==> src/rtl/hub75_scan_ctrl_pkg.sv <==
// Shared definitions for the HUB75 scan controller: FSM state encoding and
// an elaboration-time clog2 helper.
package hub75_scan_ctrl_pkg;

    typedef enum logic [2:0] {
        ST_IDLE    = 3'd0,
        ST_FETCH   = 3'd1,
        ST_SHIFT   = 3'd2,
        ST_BLANK   = 3'd3,
        ST_LATCH   = 3'd4,
        ST_DISPLAY = 3'd5
    } scan_state_t;

    function automatic int clog2(input int value);
        int result;
        result = 0;
        for (int i = 0; i < 31; i++) begin
            if ((32'sd1 << i) < value) result = i + 1;
        end
        return result;
    endfunction

endpackage

==> src/rtl/hub75_scan_ctrl_bcm_timer.sv <==
// BCM display timer: loads ON_BASE<<plane, counts down, and flags the final
// display cycle so the scan FSM can leave DISPLAY on time.
module hub75_scan_ctrl_bcm_timer
    import hub75_scan_ctrl_pkg::*;
#(
    parameter int ON_BASE = 8,
    parameter int PLANES  = 4
) (
    input  logic                       clk,
    input  logic                       rst,
    input  logic                       load,
    input  logic [clog2(PLANES)-1:0]   plane,
    output logic                       done
);

    localparam int CNT_W = clog2(ON_BASE << (PLANES - 1)) + 1;

    logic [CNT_W-1:0] cnt;

    always_ff @(posedge clk) begin
        if (rst) begin
            cnt <= '0;
        end else if (load) begin
            cnt <= CNT_W'(ON_BASE << plane);
        end else if (cnt != '0) begin
            cnt <= cnt - CNT_W'(1);
        end
    end

    assign done = (cnt == CNT_W'(1));

endmodule

==> src/rtl/hub75_scan_ctrl.sv <==
// HUB75 panel scan sequencer: fetches and shifts one row per BCM plane,
// blanks, latches, then displays for a binary-weighted interval.
module hub75_scan_ctrl
    import hub75_scan_ctrl_pkg::*;
#(
    parameter int COLS      = 64,
    parameter int ROW_AW    = 4,
    parameter int PLANES    = 4,
    parameter int ON_BASE   = 8,
    parameter int BLANK_CYC = 2
) (
    input  logic                                          clk,
    input  logic                                          rst,
    input  logic                                          en,
    output logic [clog2(PLANES)+ROW_AW+clog2(COLS)-1:0]   rd_addr,
    input  logic [5:0]                                    rd_data,
    output logic [5:0]                                    rgb,
    output logic                                          sclk,
    output logic                                          lat,
    output logic                                          oe_n,
    output logic [ROW_AW-1:0]                             row,
    output logic                                          frame_start
);

    localparam int PLANE_W = clog2(PLANES);
    localparam int COL_W   = clog2(COLS);
    localparam int BLK_W   = clog2(BLANK_CYC) + 1;

    localparam logic [COL_W-1:0]   COL_LAST   = COL_W'(COLS - 1);
    localparam logic [BLK_W-1:0]   BLANK_LAST = BLK_W'(BLANK_CYC - 1);
    localparam logic [PLANE_W-1:0] PLANE_LAST = PLANE_W'(PLANES - 1);

    scan_state_t        state;
    logic [PLANE_W-1:0] plane;
    logic [ROW_AW-1:0]  row_cnt;
    logic [COL_W-1:0]   col;
    logic               phase_b;
    logic [BLK_W-1:0]   blank_cnt;
    logic               disp_done;

    logic               plane_wrap;
    logic [PLANE_W-1:0] next_plane;
    logic [ROW_AW-1:0]  next_row;
    logic [COL_W-1:0]   col_next;

    always_comb begin
        plane_wrap = (plane == PLANE_LAST);
        next_plane = plane_wrap ? '0 : plane + PLANE_W'(1);
        next_row   = plane_wrap ? row_cnt + ROW_AW'(1) : row_cnt;
        col_next   = col + COL_W'(1);
    end

    hub75_scan_ctrl_bcm_timer #(
        .ON_BASE (ON_BASE),
        .PLANES  (PLANES)
    ) bcm_timer (
        .clk   (clk),
        .rst   (rst),
        .load  (state == ST_LATCH),
        .plane (plane),
        .done  (disp_done)
    );

    // NOTE: every state and output register is assigned with <= so all of them
    // update together from the same pre-edge values.
    always_ff @(posedge clk) begin
        if (rst) begin
            state       <= ST_IDLE;
            plane       <= '0;
            row_cnt     <= '0;
            col         <= '0;
            phase_b     <= 1'b0;
            blank_cnt   <= '0;
            rd_addr     <= '0;
            rgb         <= '0;
            sclk        <= 1'b0;
            lat         <= 1'b0;
            oe_n        <= 1'b1;
            row         <= '0;
            frame_start <= 1'b0;
        end else begin
            frame_start <= 1'b0;
            case (state)
                ST_IDLE: begin
                    if (en) begin
                        plane       <= '0;
                        row_cnt     <= '0;
                        col         <= '0;
                        rd_addr     <= '0;
                        frame_start <= 1'b1;
                        state       <= ST_FETCH;
                    end
                end

                ST_FETCH: begin
                    phase_b <= 1'b0;
                    state   <= ST_SHIFT;
                end

                ST_SHIFT: begin
                    if (!phase_b) begin
                        // Capture data for this column and request the next one
                        // so it returns in time for the following phase A.
                        rgb     <= rd_data;
                        sclk    <= 1'b1;
                        phase_b <= 1'b1;
                        if (col != COL_LAST) rd_addr <= {plane, row_cnt, col_next};
                    end else begin
                        sclk    <= 1'b0;
                        phase_b <= 1'b0;
                        if (col == COL_LAST) begin
                            col       <= '0;
                            blank_cnt <= '0;
                            if (plane == '0) row <= row_cnt;
                            state     <= ST_BLANK;
                        end else begin
                            col <= col_next;
                        end
                    end
                end

                ST_BLANK: begin
                    if (blank_cnt == BLANK_LAST) begin
                        lat   <= 1'b1;
                        state <= ST_LATCH;
                    end else begin
                        blank_cnt <= blank_cnt + BLK_W'(1);
                    end
                end

                ST_LATCH: begin
                    lat   <= 1'b0;
                    oe_n  <= 1'b0;
                    state <= ST_DISPLAY;
                end

                ST_DISPLAY: begin
                    if (disp_done) begin
                        oe_n    <= 1'b1;
                        plane   <= next_plane;
                        row_cnt <= next_row;
                        if (en) begin
                            rd_addr     <= {next_plane, next_row, {COL_W{1'b0}}};
                            frame_start <= (next_plane == '0) && (next_row == '0);
                            state       <= ST_FETCH;
                        end else begin
                            state <= ST_IDLE;
                        end
                    end
                end

                default: state <= ST_IDLE;
            endcase
        end
    end

endmodule

==> config.mk <==
export PLATFORM = sky130hd
export DESIGN_NAME = hub75_scan_ctrl
export DESIGN_NICKNAME = d
export VERILOG_FILES = /design/src/rtl/hub75_scan_ctrl_pkg.sv /design/src/rtl/hub75_scan_ctrl_bcm_timer.sv /design/src/rtl/hub75_scan_ctrl.sv
export SDC_FILE = /design/constraint.sdc
export NUM_CORES = 1
export LEC_CHECK = 0
export ABC_AREA = 1
export CAP_MARGIN = 20
export CORE_UTILIZATION = 40
export DETAILED_ROUTE_END_ITERATION = 16
export HOLD_SLACK_MARGIN = 0.1
export SLEW_MARGIN = 5
export SYNTH_ARGS = -nofsm -noshare
export SYNTH_HDL_FRONTEND = slang
export SYNTH_SLANG_ARGS = --single-unit
export TNS_END_PERCENT = 50
==> constraint.sdc <==
create_clock -name clk -period 2.6 [get_ports clk]
set_input_delay 0.52 -clock clk [delete_from_list [all_inputs] [get_ports clk]]
set_output_delay 0.52 -clock clk [all_outputs]
set_load 0.01 [all_outputs]
==> results of run 1 <==
==> Yosys cell counts (all sizes together) <==
| cell type | instances | area share [%] |
|---|---|---|
| o21ai | 19 | 3.6 |
| a22oi | 1 | 0.28 |
| ha | 10 | 4.7 |
| xor2 | 1 | 0.33 |
| a31oi | 1 | 0.23 |
| o22ai | 3 | 0.70 |
| nand3 | 18 | 4.7 |
| nor2 | 80 | 12 |
| inv | 55 | 7.7 |
| a21oi | 25 | 4.7 |
| nand3b | 2 | 0.56 |
| xnor2 | 2 | 0.66 |
| o21bai | 1 | 0.28 |
| nand4 | 11 | 2.6 |
| nor3 | 2 | 0.56 |
| buf | 6 | 1.7 |
| nor4 | 1 | 0.23 |
| nand2 | 107 | 16 |
| o31ai | 1 | 0.28 |
| clkbuf | 4 | 0.56 |
| dfxtp | 51 | 38 |
==> critical path, stage by stage, from the launching register on <==
cell,delay (ns)
dfxtp_1,0.46
ha_1,0.22
nand2_1,0.08
nor2_1,0.21
nand2_1,0.10
o21ai_0,0.44
nand4_1,0.17
nand2_1,0.10
nor2_1,0.04
==> cells by family after synthesis <==
family | share of synthesized area, %
and+or+nand+nor | 36.1
buffers and inverters | 9.99
AOI/OAI and AO/OA | 10.0
DFF | 38.3
adders and majority gates | 4.69
xor gates and xnor gates | 0.985
==> layout make-up <==
| class | instances | share of cell area, % |
|---|---|---|
| Clock inverter | 2 | 0.398 |
| Timing Repair Buffer | 36 | 11.3 |
| Tap cell | 77 | 3.06 |
| Clock buffer | 6 | 2.31 |
| Sequential cell | 51 | 32.5 |
| Multi-Input combinational cell | 285 | 43.9 |
| Inverter | 55 | 6.56 |
==> metal layers <==
metal / routed length, um / share of wire, % / track usage (%)
met4: 108 / 1.9 / 6.32
met2: 2550 / 44 / 27.7
met1: 2910 / 51 / 23.4
met5: 0 / 0 / 0
met3: 186 / 3.2 / 3.36
==> state kept, by name, summed over array words and instances, names as in the netlist, 2 cells and up <==
register / cells
bcm_timer.cnt: 7
blank_cnt: 2
col: 6
plane: 2
rd_addr: 12
rgb: 6
row: 4
row_cnt: 4
state: 3
==> per-stage QoR <==
stage	hold WS [ns]	util [%]	power, uW	setup WS, ns	area (um2)
floorplan	0.439	-	2250	1.09	2670
global placement	0.450	47.9	2660	0.700	3060
detailed placement	0.456	47.9	2660	0.597	3060
CTS	0.470	49.3	3130	0.699	3150
global route	0.481	49.3	3390	0.409	3150
finish	0.467	49.3	3090	0.699	3150
==> final timing paths <==
path / start / to / cells after the start
max: col[0]$_SDFFE_PP0P_ / state[0]$_SDFFE_PP0P_ / 8
min: blank_cnt[1]$_SDFFE_PP0P_ / blank_cnt[1]$_SDFFE_PP0P_ / 2
max reg2reg: col[0]$_SDFFE_PP0P_ / state[0]$_SDFFE_PP0P_ / 8
min reg2reg: blank_cnt[1]$_SDFFE_PP0P_ / blank_cnt[1]$_SDFFE_PP0P_ / 2
==> power groups by stage <==
| stage | clock network, uW | registers [uW] | logic, uW |
|---|---|---|---|
| 3_5_place_dp | 0 | 1170 | 1490 |
| 4_1_cts | 469 | 1150 | 1500 |
| 2_1_floorplan | 0 | 1190 | 1060 |
| 6_report | 454 | 1150 | 1490 |
| 3_3_place_gp | 0 | 1170 | 1490 |
| 5_1_grt | 497 | 1190 | 1700 |
==> results.cfg, run 1 <==
[outcome]
status = completed

[yosys]
synthCells = 401
ys_types = 31
avgSynthCellArea_um2 = 6.66
seq_area_frac_synth_pct = 38.3
syn_area_um2 = 2670
yosysWarnings = 0
synth_fp_nets = 420
ys_ff_latch = 51

[clock_tree]
clkSinkCount = 51
clk_pin_slew_ns = 0.10
cts_tree = built
root_buffer = clkbuf_8
clock_path_buffers = 2
postCtsSetupBuffers = 0
insertion_delay_ns = 0.31
holdBufCountCts = 0
cts_buffers = 5
post_cts_resized = 0
htreeDepth = 2

[routing]
firstDrtPassIters = 4
drc = 0
routed_wl_um = 5750
num_vias = 2463
drtIter0Drc = 104
ant_nets = 0
wl_per_cell_um = 11.2
via_per_inst = 4.81

[grt]
grt_first_pass_wirelength_um = 10000
grt_pass1_vias = 2228
grt_max_degree = 31
grt-ovfl-total = 0
antenna_found_initial = 0
grtUsageTotal_pct = 17.4

[sta]
rsz0062_at_grt = false
fin_tns_setup_ns = 0
max_freq_mhz = 526
setup_violations = 0
worst_slew_pin_slew_ns = 0.574
clock_skew_ns = 0.00816
fin_crit_ns = 1.90
fin_crit_sh_pct = 73.1
hold_violations = 0
relSlewSlack_pct = 61.6
drv_slew = 0

[setup_path]
critPathRequiredTime_ns = 2.81
startpoint_type = register
rrSetupSlack_ns = 0.70
critPathKind = reg2reg
crit_arrival_ns = 2.11
cp-end-kind = register
worstPathMaxFanout = 7

[power_and_ir_drop]
powerDensity_nw_per_um2 = 983
switching_share_pct = 42.3
p_sw_uw = 1310
vdd_drop_max_uv = 536
power.internal_uw = 1780
comb_power_share_pct = 48.1
p_leak_uw = 0.00135
seqPwrFrac_pct = 37.3
pwr-share-clk_pct = 14.7

[layout]
final_common_cell = nand2_1
drive_gt1_share_pct = 5.98
area_growth_pct = 17.9
nFillCells = 673
num-nets-final = 453
seq_area_um2 = 1020
final_cell_mix = 102 x nand2_1, 77 x nor2_1, 51 x inv_1, 51 x dfxtp_1, 34 x clkdlybuf4s50_1
layout.cells.non_filler = 512
n_antenna_cell = 0
multi_input_area_um2 = 1380

[placement]
portBuffers = 34
gp_congestion = 0.882
hpwl_um = 4220
place_inst = 504

[die]
coreArea_um2 = 6390
ios = 35
die-area_um2 = 7000
die_y_um = 83.7
die_w_um = 83.7
num_rows = 29
start_util_pct = 41.8

[job]
maxCapViolCount = 0

[min_path]
min_path_type = reg2reg
Power figures use the tool's default switching activity.
==> inputs of run 2 (changes only) <==
==> constraint.sdc (replaced) <==
create_clock -name clk -period 1.6 [get_ports clk]
set_input_delay 0.32 -clock clk [delete_from_list [all_inputs] [get_ports clk]]
set_output_delay 0.32 -clock clk [all_outputs]
set_load 0.01 [all_outputs]
==> run 2 against run 1 <==
Against the previous run: sequential share of layout area shrank 1.8 points; clock power grew 62%; non-clock buffer count grew 20; total power grew 71%; core utilization grew 3.2 points; design area grew 6.5%; critical path depth shrank 7; sequential power grew 62%; register-to-register slack lost 0.54 ns.
==> results.cfg, run 2 (same netlist as run 1, synthesis figures left out) <==
[outcome]
status = completed

[clock_tree]
holdBufCountCts = 0
clock_path_buffers = 2
clkSinkCount = 51
cts_tree = built
htreeDepth = 2
root_buffer = clkbuf_8
clk_pin_slew_ns = 0.10
insertion_delay_ns = 0.31
cts_buffers = 5
postCtsSetupBuffers = 0

[layout]
largest_register = rd_addr
final_common_cell = nand2_1
largest_reg_flops = 12
finish.instance_area_um2 = 3350
seq_area_um2 = 1030
n_antenna_cell = 0
area_growth_pct = 25.6
layout.cells.non_filler = 532
nFillCells = 633
num-nets-final = 473
drive_gt1_share_pct = 12.3
multi_input_area_um2 = 1410
reg.largest.list = rd_addr (12), bcm_timer.cnt (7)
final_cell_mix = 102 x nand2_1, 74 x nor2_1, 50 x inv_1, 47 x dfxtp_1, 34 x clkdlybuf4s50_1

[setup_path]
crit_slowest_cell = clkdlybuf4s50_1
critPathKind = reg2out
cp_num_buf_inv = 1
crit_family = buffers and inverters
slowest_delay_ns = 0.53
worstRegToRegCells = 9
crit_chain = clkdlybuf4s50_1
worstPathMaxFanout = 2
crit_arrival_ns = 1.19
startpoint_type = register
cp.depth = 1
critPathRequiredTime_ns = 1.28
cp-end-kind = output port

[placement]
gp_congestion = 0.881
place_inst = 524
hpwl_um = 4350
placed_cell_area_um2 = 3240
portBuffers = 34

[die]
start_util_pct = 41.8
coreArea_um2 = 6390
die_w_um = 83.7
die_y_um = 83.7
ios = 35
die-area_um2 = 7000
num_rows = 29

[sta]
max_freq_mhz = 662
fin_crit_sh_pct = 94.4
worst_slew_pin_slew_ns = 0.270
relSlewSlack_pct = 81.9
fin_crit_ns = 1.51
clock_skew_ns = 0.0105
hold_violations = 0
setup_violations = 0
drv_slew = 0
holdWs_ns = 0.461

[power_and_ir_drop]
powerDensity_nw_per_um2 = 1580
power.internal_uw = 3090
p_leak_uw = 0.00145
power_uw = 5300
switching_share_pct = 41.6
p_sw_uw = 2200
pwr-share-clk_pct = 13.9
seqPwrFrac_pct = 35.2
comb_power_share_pct = 50.9
vdd_drop_max_uv = 838

[routing]
num_vias = 2516
firstDrtPassIters = 5
routed_wl_um = 5850
via_per_inst = 4.73
drc = 0
wl_per_cell_um = 11.0
ant_nets = 0
drtIter0Drc = 98

[grt]
grt_pass1_vias = 2256
grt_max_degree = 31
grt-ovfl-total = 0
use_met2_pct = 29.6
antenna_found_initial = 0
grtUsageTotal_pct = 18.1
grt_util_met1_pct = 24.2
grtUsageMet3_pct = 3.26
grt_busiest_layer = met2
grt_first_pass_wirelength_um = 10300

[min_path]
holdPathStages = 2
min_path_type = reg2reg

[job]
maxCapViolCount = 0
run 2: cell types whose count changed in the layout (fill, tap and decap cells not counted), sizes merged:
cell  delta
buf     +20
run 2: power by group through the flow:
stage | registers [uW] | logic, uW | clock network (uW)
floorplan | 1930 | 1720 | 0
global placement | 1880 | 2650 | 0
detailed placement | 1880 | 2660 | 0
CTS | 1860 | 2680 | 772
global route | 1920 | 3070 | 829
finish | 1860 | 2690 | 737
run 2: area by class of cell:
cell class / count / share of cell area [%]
multi-input cells: 285 / 42.0
flip-flops and latches: 51 / 30.6
repair buffers: 56 / 15.8
inverters: 55 / 6.16
well taps: 77 / 2.88
clock buffers: 6 / 2.17
clock inverters: 2 / 0.373
run 2: final timing paths:
check                           slack, ns                     startpoint                             to
worst max-delay path                 0.09            rgb[4]$_SDFFE_PP0P_                         rgb[4]
worst min register to register       0.46  bcm_timer.cnt[1]$_SDFFE_PP0P_  bcm_timer.cnt[1]$_SDFFE_PP0P_
worst max register to register       0.16          state[2]$_SDFFE_PP0P_          state[0]$_SDFFE_PP0P_
worst min-delay path                 0.46  bcm_timer.cnt[1]$_SDFFE_PP0P_  bcm_timer.cnt[1]$_SDFFE_PP0P_
run 2: timing repair:
action,in CTS,in global routing
gates resized for setup,0,13
setup endpoints to repair,0,38
hold endpoints to repair,0,0
run 2: stage by stage:
stage / setup TNS (ns) / setup slack, ns / utilization, %
2_1_floorplan: 0 / 0.0931 / -
3_3_place_gp: -0.219 / -0.0705 / 50.7
3_5_place_dp: -0.553 / -0.109 / 50.7
4_1_cts: 0 / 0.0466 / 52.0
5_1_grt: -0.0179 / -0.0179 / 52.5
6_report: 0 / 0.0895 / 52.5
run 2: per-layer routing:
layer / vias to the layer above / wire length, um
met2: 33 / 2600
li1: 1366 / -
met3: 7 / 162
met5: - / 0
met1: 1110 / 3010
met4: 0 / 72
